<file path="config.mk">
export PLATFORM = sky130hd
export DESIGN_NAME = data_sync_mc
export DESIGN_NICKNAME = d
export VERILOG_FILES = /design/src/rtl/data_sync_pkg.sv /design/src/rtl/data_sync_ch.sv /design/src/rtl/data_sync_mc.sv
export SDC_FILE = /design/constraint.sdc
export NUM_CORES = 1
export LEC_CHECK = 0
export BUFFER_PORTS_ARGS = -buffer_cell sky130_fd_sc_hd__clkbuf_2
export CAP_MARGIN = 20
export CORE_ASPECT_RATIO = 1.1
export CORE_MARGIN = 5
export CORE_UTILIZATION = 35
export DETAILED_ROUTE_END_ITERATION = 6
export GPL_ROUTABILITY_DRIVEN = 0
export SLEW_MARGIN = 20
export SYNTH_ARGS = -nofsm -noshare
export SYNTH_HDL_FRONTEND = slang
export SYNTH_SLANG_ARGS = --single-unit
</file>
<file path="constraint.sdc">
create_clock -name CLK -period 3.9 [get_ports CLK]
set_input_delay 0 -clock CLK [delete_from_list [all_inputs] [get_ports CLK]]
set_output_delay 0 -clock CLK [all_outputs]
set_load 0.02 [all_outputs]
</file>
<file path="src/rtl/data_sync_pkg.sv">
// Shared definitions for the multi-channel data synchronizer.
//   EN_MODE_LEVEL / EN_MODE_TOGGLE : enable interpretation selectors
//   ch_idx_width()                 : width of a channel index (clog2, minimum 1)
package data_sync_pkg;

  localparam int EN_MODE_LEVEL  = 0;
  localparam int EN_MODE_TOGGLE = 1;

  function automatic int ch_idx_width(input int num_ch);
    if (num_ch <= 1) begin
      return 1;
    end else begin
      return $clog2(num_ch);
    end
  endfunction

endpackage

</file>
<file path="src/rtl/data_sync_ch.sv">
// One source channel: enable synchronizer, edge detector, hold register,
// pending flag and sticky overrun flag.
// Ports:
//   clk, rst      : destination clock, async active-high reset
//   bus           : channel source data (stable from enable change to capture)
//   enable        : asynchronous channel enable (level or toggle)
//   grant         : arbiter takes this channel's held word at this edge
//   ovr_clr       : synchronous clear of ovr_flag
//   enable_pulse  : registered one-cycle event strobe
//   hold          : captured word
//   pend          : hold contains a word not yet granted
//   ovr_flag      : sticky overrun (an event arrived while a word was pending)
module data_sync_ch #(
  parameter int BUS_WIDTH  = 8,
  parameter int NUM_STAGES = 2,
  parameter int EN_MODE    = 0
) (
  input  logic                 clk,
  input  logic                 rst,
  input  logic [BUS_WIDTH-1:0] bus,
  input  logic                 enable,
  input  logic                 grant,
  input  logic                 ovr_clr,
  output logic                 enable_pulse,
  output logic [BUS_WIDTH-1:0] hold,
  output logic                 pend,
  output logic                 ovr_flag
);
  import data_sync_pkg::*;

  logic [NUM_STAGES-1:0] sync_r;
  logic                  prev_r;
  logic                  evt_s;

  // Enable synchronizer chain and previous-value flop for edge detection.
  always_ff @(posedge clk or posedge rst) begin
    if (rst) begin
      sync_r <= '0;
      prev_r <= 1'b0;
    end else begin
      sync_r <= {sync_r[NUM_STAGES-2:0], enable};
      prev_r <= sync_r[NUM_STAGES-1];
    end
  end

  // Event detection: rising edge in level mode, any edge in toggle mode.
  always_comb begin
    if (EN_MODE == EN_MODE_TOGGLE) begin
      evt_s = sync_r[NUM_STAGES-1] ^ prev_r;
    end else begin
      evt_s = sync_r[NUM_STAGES-1] & ~prev_r;
    end
  end

  // Capture, pending and overrun tracking. A granted word frees the hold
  // register at the same edge, so an event coinciding with its grant is
  // accepted rather than counted as an overrun.
  always_ff @(posedge clk or posedge rst) begin
    if (rst) begin
      enable_pulse <= 1'b0;
      hold         <= '0;
      pend         <= 1'b0;
      ovr_flag     <= 1'b0;
    end else begin
      enable_pulse <= evt_s;
      if (evt_s && (!pend || grant)) begin
        hold <= bus;
      end
      if (evt_s) begin
        pend <= 1'b1;
      end else if (grant) begin
        pend <= 1'b0;
      end
      // Set has priority over a same-edge clear.
      if (evt_s && pend && !grant) begin
        ovr_flag <= 1'b1;
      end else if (ovr_clr) begin
        ovr_flag <= 1'b0;
      end
    end
  end

endmodule

</file>
<file path="src/rtl/data_sync_mc.sv">
// Multi-channel data synchronizer: NUM_CH channel front ends merged onto one
// valid/ready stream by a round-robin arbiter.
// Ports:
//   CLK, RST      : destination clock, async active-high reset
//   Unsync_bus    : channel c data at [c*BUS_WIDTH +: BUS_WIDTH]
//   bus_enable    : per-channel asynchronous enable
//   enable_pulse  : per-channel one-cycle event strobe
//   sync_bus      : output word
//   sync_ch       : source channel of sync_bus
//   sync_valid    : output word valid
//   sync_ready    : consumer accepts the word
//   ovr_flag      : sticky per-channel overrun
//   ovr_clr       : synchronous per-channel clear of ovr_flag
module data_sync_mc
  import data_sync_pkg::*;
#(
  parameter int NUM_CH     = 4,
  parameter int BUS_WIDTH  = 8,
  parameter int NUM_STAGES = 2,
  parameter int EN_MODE    = 0
) (
  input  logic                                CLK,
  input  logic                                RST,
  input  logic [NUM_CH*BUS_WIDTH-1:0]         Unsync_bus,
  input  logic [NUM_CH-1:0]                   bus_enable,
  output logic [NUM_CH-1:0]                   enable_pulse,
  output logic [BUS_WIDTH-1:0]                sync_bus,
  output logic [ch_idx_width(NUM_CH)-1:0]     sync_ch,
  output logic                                sync_valid,
  input  logic                                sync_ready,
  output logic [NUM_CH-1:0]                   ovr_flag,
  input  logic [NUM_CH-1:0]                   ovr_clr
);

  localparam int CH_W = ch_idx_width(NUM_CH);

  logic [NUM_CH-1:0][BUS_WIDTH-1:0] hold_s;
  logic [NUM_CH-1:0]                pend_s;
  logic [NUM_CH-1:0]                grant_s;
  logic                             free_s;
  logic                             gnt_found_s;
  logic [CH_W-1:0]                  gnt_idx_s;
  logic [CH_W-1:0]                  cand_s;
  logic [CH_W-1:0]                  last_grant_r;

  for (genvar c = 0; c < NUM_CH; c++) begin : g_ch
    data_sync_ch #(
      .BUS_WIDTH  (BUS_WIDTH),
      .NUM_STAGES (NUM_STAGES),
      .EN_MODE    (EN_MODE)
    ) u_ch (
      .clk          (CLK),
      .rst          (RST),
      .bus          (Unsync_bus[c*BUS_WIDTH +: BUS_WIDTH]),
      .enable       (bus_enable[c]),
      .grant        (grant_s[c]),
      .ovr_clr      (ovr_clr[c]),
      .enable_pulse (enable_pulse[c]),
      .hold         (hold_s[c]),
      .pend         (pend_s[c]),
      .ovr_flag     (ovr_flag[c])
    );
  end

  // Round-robin search: first pending channel upward from last_grant+1, wrapping.
  always_comb begin
    gnt_found_s = 1'b0;
    gnt_idx_s   = '0;
    cand_s      = '0;
    for (int i = 1; i <= NUM_CH; i++) begin
      cand_s = CH_W'((int'(last_grant_r) + i) % NUM_CH);
      if (!gnt_found_s && pend_s[cand_s]) begin
        gnt_found_s = 1'b1;
        gnt_idx_s   = cand_s;
      end else begin
        gnt_found_s = gnt_found_s;
      end
    end
  end

  // Grant strobes: only issued when the output register can take a word.
  always_comb begin
    free_s  = !sync_valid || sync_ready;
    grant_s = '0;
    for (int c = 0; c < NUM_CH; c++) begin
      grant_s[c] = free_s && gnt_found_s && (gnt_idx_s == CH_W'(c));
    end
  end

  // Output register; holds its word while stalled by sync_ready.
  always_ff @(posedge CLK or posedge RST) begin
    if (RST) begin
      sync_valid   <= 1'b0;
      sync_bus     <= '0;
      sync_ch      <= '0;
      last_grant_r <= CH_W'(NUM_CH - 1);
    end else if (free_s) begin
      if (gnt_found_s) begin
        sync_valid   <= 1'b1;
        sync_bus     <= hold_s[gnt_idx_s];
        sync_ch      <= gnt_idx_s;
        last_grant_r <= gnt_idx_s;
      end else begin
        sync_valid <= 1'b0;
      end
    end
  end

endmodule

</file>
==> summary.md <==
| Metric | Value |
|---|---|
| Status | `finished, final reports clean` |
| Pleak | `roughly 1.8 nW` |
| Worst-skew pair later-pin latency | `350 ps` |
| Post-Syn Area | `a little over 3000 sq um` |
| Die area | `between 10000 and 15000 sq um` |
| Critical Path End Type | `flop` |
| Gate Count Post-Synth | `approximately 260` |
| Pwr dens | `about 730 nW/um^2` |
| DR DRC count | `0` |
| Register area share after synthesis | `a little under three fifths` |
| Xor/xnor share of the synthesized area | `0%` |
| Syn nets | `300` |
| Critical Path Start Type | `flop` |
| Cell row count | `35` |
| H-tree depth | `3` |
| Simple-Gate Fraction of Synth Area | `11.6%` |
| Post-DR wirelength/cell | `between 15 and 20 um` |
| Synthesized flop and latch total | `69` |
| CP delay by family, top | `compound AO/OA/AOI/OAI gates` |
| Clock skew | `between 8 and 9 ps` |
| Slew Limit Headroom | `46.9%` |
| Data arrival, critical path | `around 2900 ps` |
| Number of inserted diodes | `0` |
| Dpl cells | `between 400 and 500` |
| Synth Area in Compound Gates | `about 17%` |
| Clk slew on worst S/H paths | `70 ps` |
| Die width | `~99 um` |
| Layout cells sized above 1 | `30.3%` |
| Min cycle time layout | `around 2600 ps` |
| Distinct cells, synth | `between 40 and 50` |
| Port bufs | `a little over 60` |
| RSZ-0062 raised after global routing | `false` |
| Nets@finish | `a little under 400` |
| Reg2Reg Setup Slack | `~1300 ps` |
| Layout overhead on the synthesized area | `29.3%` |
| Total wire length | `roughly 7200 um` |
| Core ar. | `~8500 sq um` |
| CP peak stage delay | `between 600 and 700 ps` |
| Synth Flop Type | `dfrtp_1` |
| CP bufs+invs | `0` |
| DIE HEIGHT | `~110 um` |
| Clock Tree Root | `clkbuf_8` |
| Main combinational cell family by area after synthesis | `compound AO/OA/AOI/OAI gates` |
| Pin count of the biggest net entering global routing | `41` |
| Post-route ant nets | `0` |
| DP Wirelength | `roughly 5000 um` |
| Critical Path RT | `4130 ps` |
| Peak Freq | `approximately 0.38 GHz` |
| Clk sinks | `69` |
| Initial detailed-routing violation count | `115` |
| First-pass GRT wire length | `~12000 um` |
| Initial antenna violation count | `0` |
| Top cells by area, synth | `dfrtp_1, mux2_4, o22ai_1, nand2_1, mux2_2` |
| Syn. warnings | `0` |
| Fin. Hold Viols | `0` |
| Slew of the pin with the lowest slew margin | `797 ps` |
| Largest area contributor in the netlist | `dfrtp_1` |
| Yosys top cell area share | `between 50% and 60%` |
| Via count | `roughly 2300` |
| Top-level port count | `between 60 and 70` |
| Adder-cell share of the synthesized area | `0%` |
| Vias in the first global route | `approximately 2400` |
| Crit Path Class | `flop to flop` |
| Slew Viols, Final | `0` |
| GRT overflow | `0` |
| Crit path max fanout | `15` |
| Starting Density | `between 30% and 40%` |
| # setup viols final | `0` |
| Mean cell area of the mapped netlist | `approximately 12 sq um` |
| Vias/cell | `4.86` |
| Crit share post-route | `between 60% and 70%` |
| Number of max-cap violations | `0` |
| Asr flop ratio synth | `100%` |
| Final Non-Filler Cells | `~470` |
| Total CTS buffers | `9` |
| Total track usage | `between 10% and 20%` |
| DR pass1 iterations | `4` |
| CTS tree | `yes` |
| Hold/Removal Path Class | `input pin to flop` |
| Worst VDD drop | `~0.00028 V` |
| Post-synthesis mux area share | `between 9 and 10%` |
| Clock tree buffer depth | `2` |
| Worst-path cell chain | `nor2_1 -> a21oi_1 -> nand3_1 -> a21oi_4 -> mux2_2` |
| Critical path's slowest cell | `a21oi_1` |
| Sum of negative setup slack | `0 ps` |
| Number of synthesized flops with an enable pin | `0` |
| Post-CTS Setup Bufs | `0` |
==> sequential cells by signal (all words and copies together) (netlist names) <==
signal	flops
g_ch.u_ch.enable_pulse	4
g_ch.u_ch.hold	32
g_ch.u_ch.ovr_flag	4
g_ch.u_ch.pend	4
g_ch.u_ch.prev_r	4
g_ch.u_ch.sync_r	8
last_grant_r	2
sync_bus	8
sync_ch	2
sync_valid	1
==> what timing repair did <==
item / 4_1_cts / 5_1_grt
endpoints found under the hold margin: 68 / 0
gates resized for setup: 0 / 0
hold buffers: 41 / 0
endpoints found under the setup margin: 0 / 0
==> stage by stage <==
stage	setup WS, ps	instance area (sq um)	total power (W)	hold WS [ps]	utilization, %
finish	1270	3980	0.00291	56.7	46.8
global placement	1400	3390	0.00234	101	39.9
floorplan	1910	3070	0.00211	31.4	-
detailed placement	1300	3390	0.00237	110	39.9
global route	1020	3980	0.00311	67.6	46.8
CTS	1280	3980	0.00294	57.4	46.8
==> synthesized netlist by cell type, drive strengths merged, types with 3 or more instances <==
library cell and number:
mux2 19, nand2b 6, clkbuf 4, inv 9
nand3b 9, mux2i 6, dfrtp 67, buf 15
o22ai 16, a221o 3, nor2 11, nand3 4
o21a 3, a221oi 5, o21ai 19, a21oi 8
nand2 27
==> cells in the final DEF, fill, tap and decap left out, types with 2 or more instances in the layout <==
master	instances
nor2_1	10
dlygate4sd3_1	41
clkinv_2	3
o21a_1	2
dfstp_2	2
a22o_1	2
inv_1	8
o22ai_1	16
nand3b_1	9
o21ai_1	7
a221o_1	3
a21oi_1	7
o21bai_1	2
clkbuf_2	61
a221oi_1	5
o21ai_0	12
clkinvlp_4	2
nand2_1	25
mux2_1	3
a31oi_1	2
clkbuf_8	10
dfrtp_1	67
nand2b_1	6
nand3_1	4
mux2_2	8
mux2_4	8
mux2i_1	6
==> where the power goes <==
group / internal (W) / switching, W / leakage [nW] / total (W)
clock network: 0.000245 / 0.000274 / 0.0880 / 0.000519
logic: 0.000534 / 0.000639 / 0.911 / 0.00117
registers: 0.000991 / 0.000226 / 0.821 / 0.00122
total: 0.00177 / 0.00114 / 1.82 / 0.00291
==> layout make-up <==
cell class | instances | area (sq um)
Sequential cell | 69 | 1730
Multi-Input combinational cell | 159 | 1170
Clock inverter | 6 | 38.8
Clock buffer | 10 | 138
Inverter | 10 | 37.5
Tap cell | 111 | 139
Timing Repair Buffer | 103 | 723
Fill cell | 838 | 4520
==> routing by layer <==
metal | part of all wire [%] | GRT usage, % | up-vias
met5 | 0 | 0 | -
met4 | 1.7 | 5.37 | 0
met3 | 6.6 | 4.32 | 12
met2 | 46 | 21.9 | 72
met1 | 46 | 19.2 | 1082
li1 | - | - | 1108
==> worst min-delay path: cells and delay by family <==
kind / cells / cell delay [ps]
AND/OR/NAND/NOR: 2 / 260
buffers and inverters: 1 / 80
==> path summary, 6_finish.rpt <==
path,from,cells after the start,end
min in group asynchronous,RST,3,g_ch[3].u_ch.sync_r[0]$_DFF_PP0_
worst max register to register,g_ch[2].u_ch.pend$_DFFE_PP0P_,5,g_ch[1].u_ch.hold[4]$_DFFE_PP0P_
worst min register to register,g_ch[0].u_ch.sync_r[0]$_DFF_PP0_,0,g_ch[0].u_ch.sync_r[1]$_DFF_PP0_
max in group asynchronous,RST,4,last_grant_r[0]$_DFFE_PP1P_
worst max-delay path,g_ch[2].u_ch.pend$_DFFE_PP0P_,5,g_ch[1].u_ch.hold[4]$_DFFE_PP0P_
worst min-delay path,sync_ready,3,sync_valid$_DFFE_PP0P_
==> kinds of logic (layout without fill, tap and decap cells) <==
kind of cell	after synthesis	in the layout
AO/OA/AOI/OAI	70	70
buffers and inverters	29	129
multiplexers	25	25
flip-flops	69	69
AND/OR/NAND/NOR	64	64
Power figures use the tool's default switching activity.
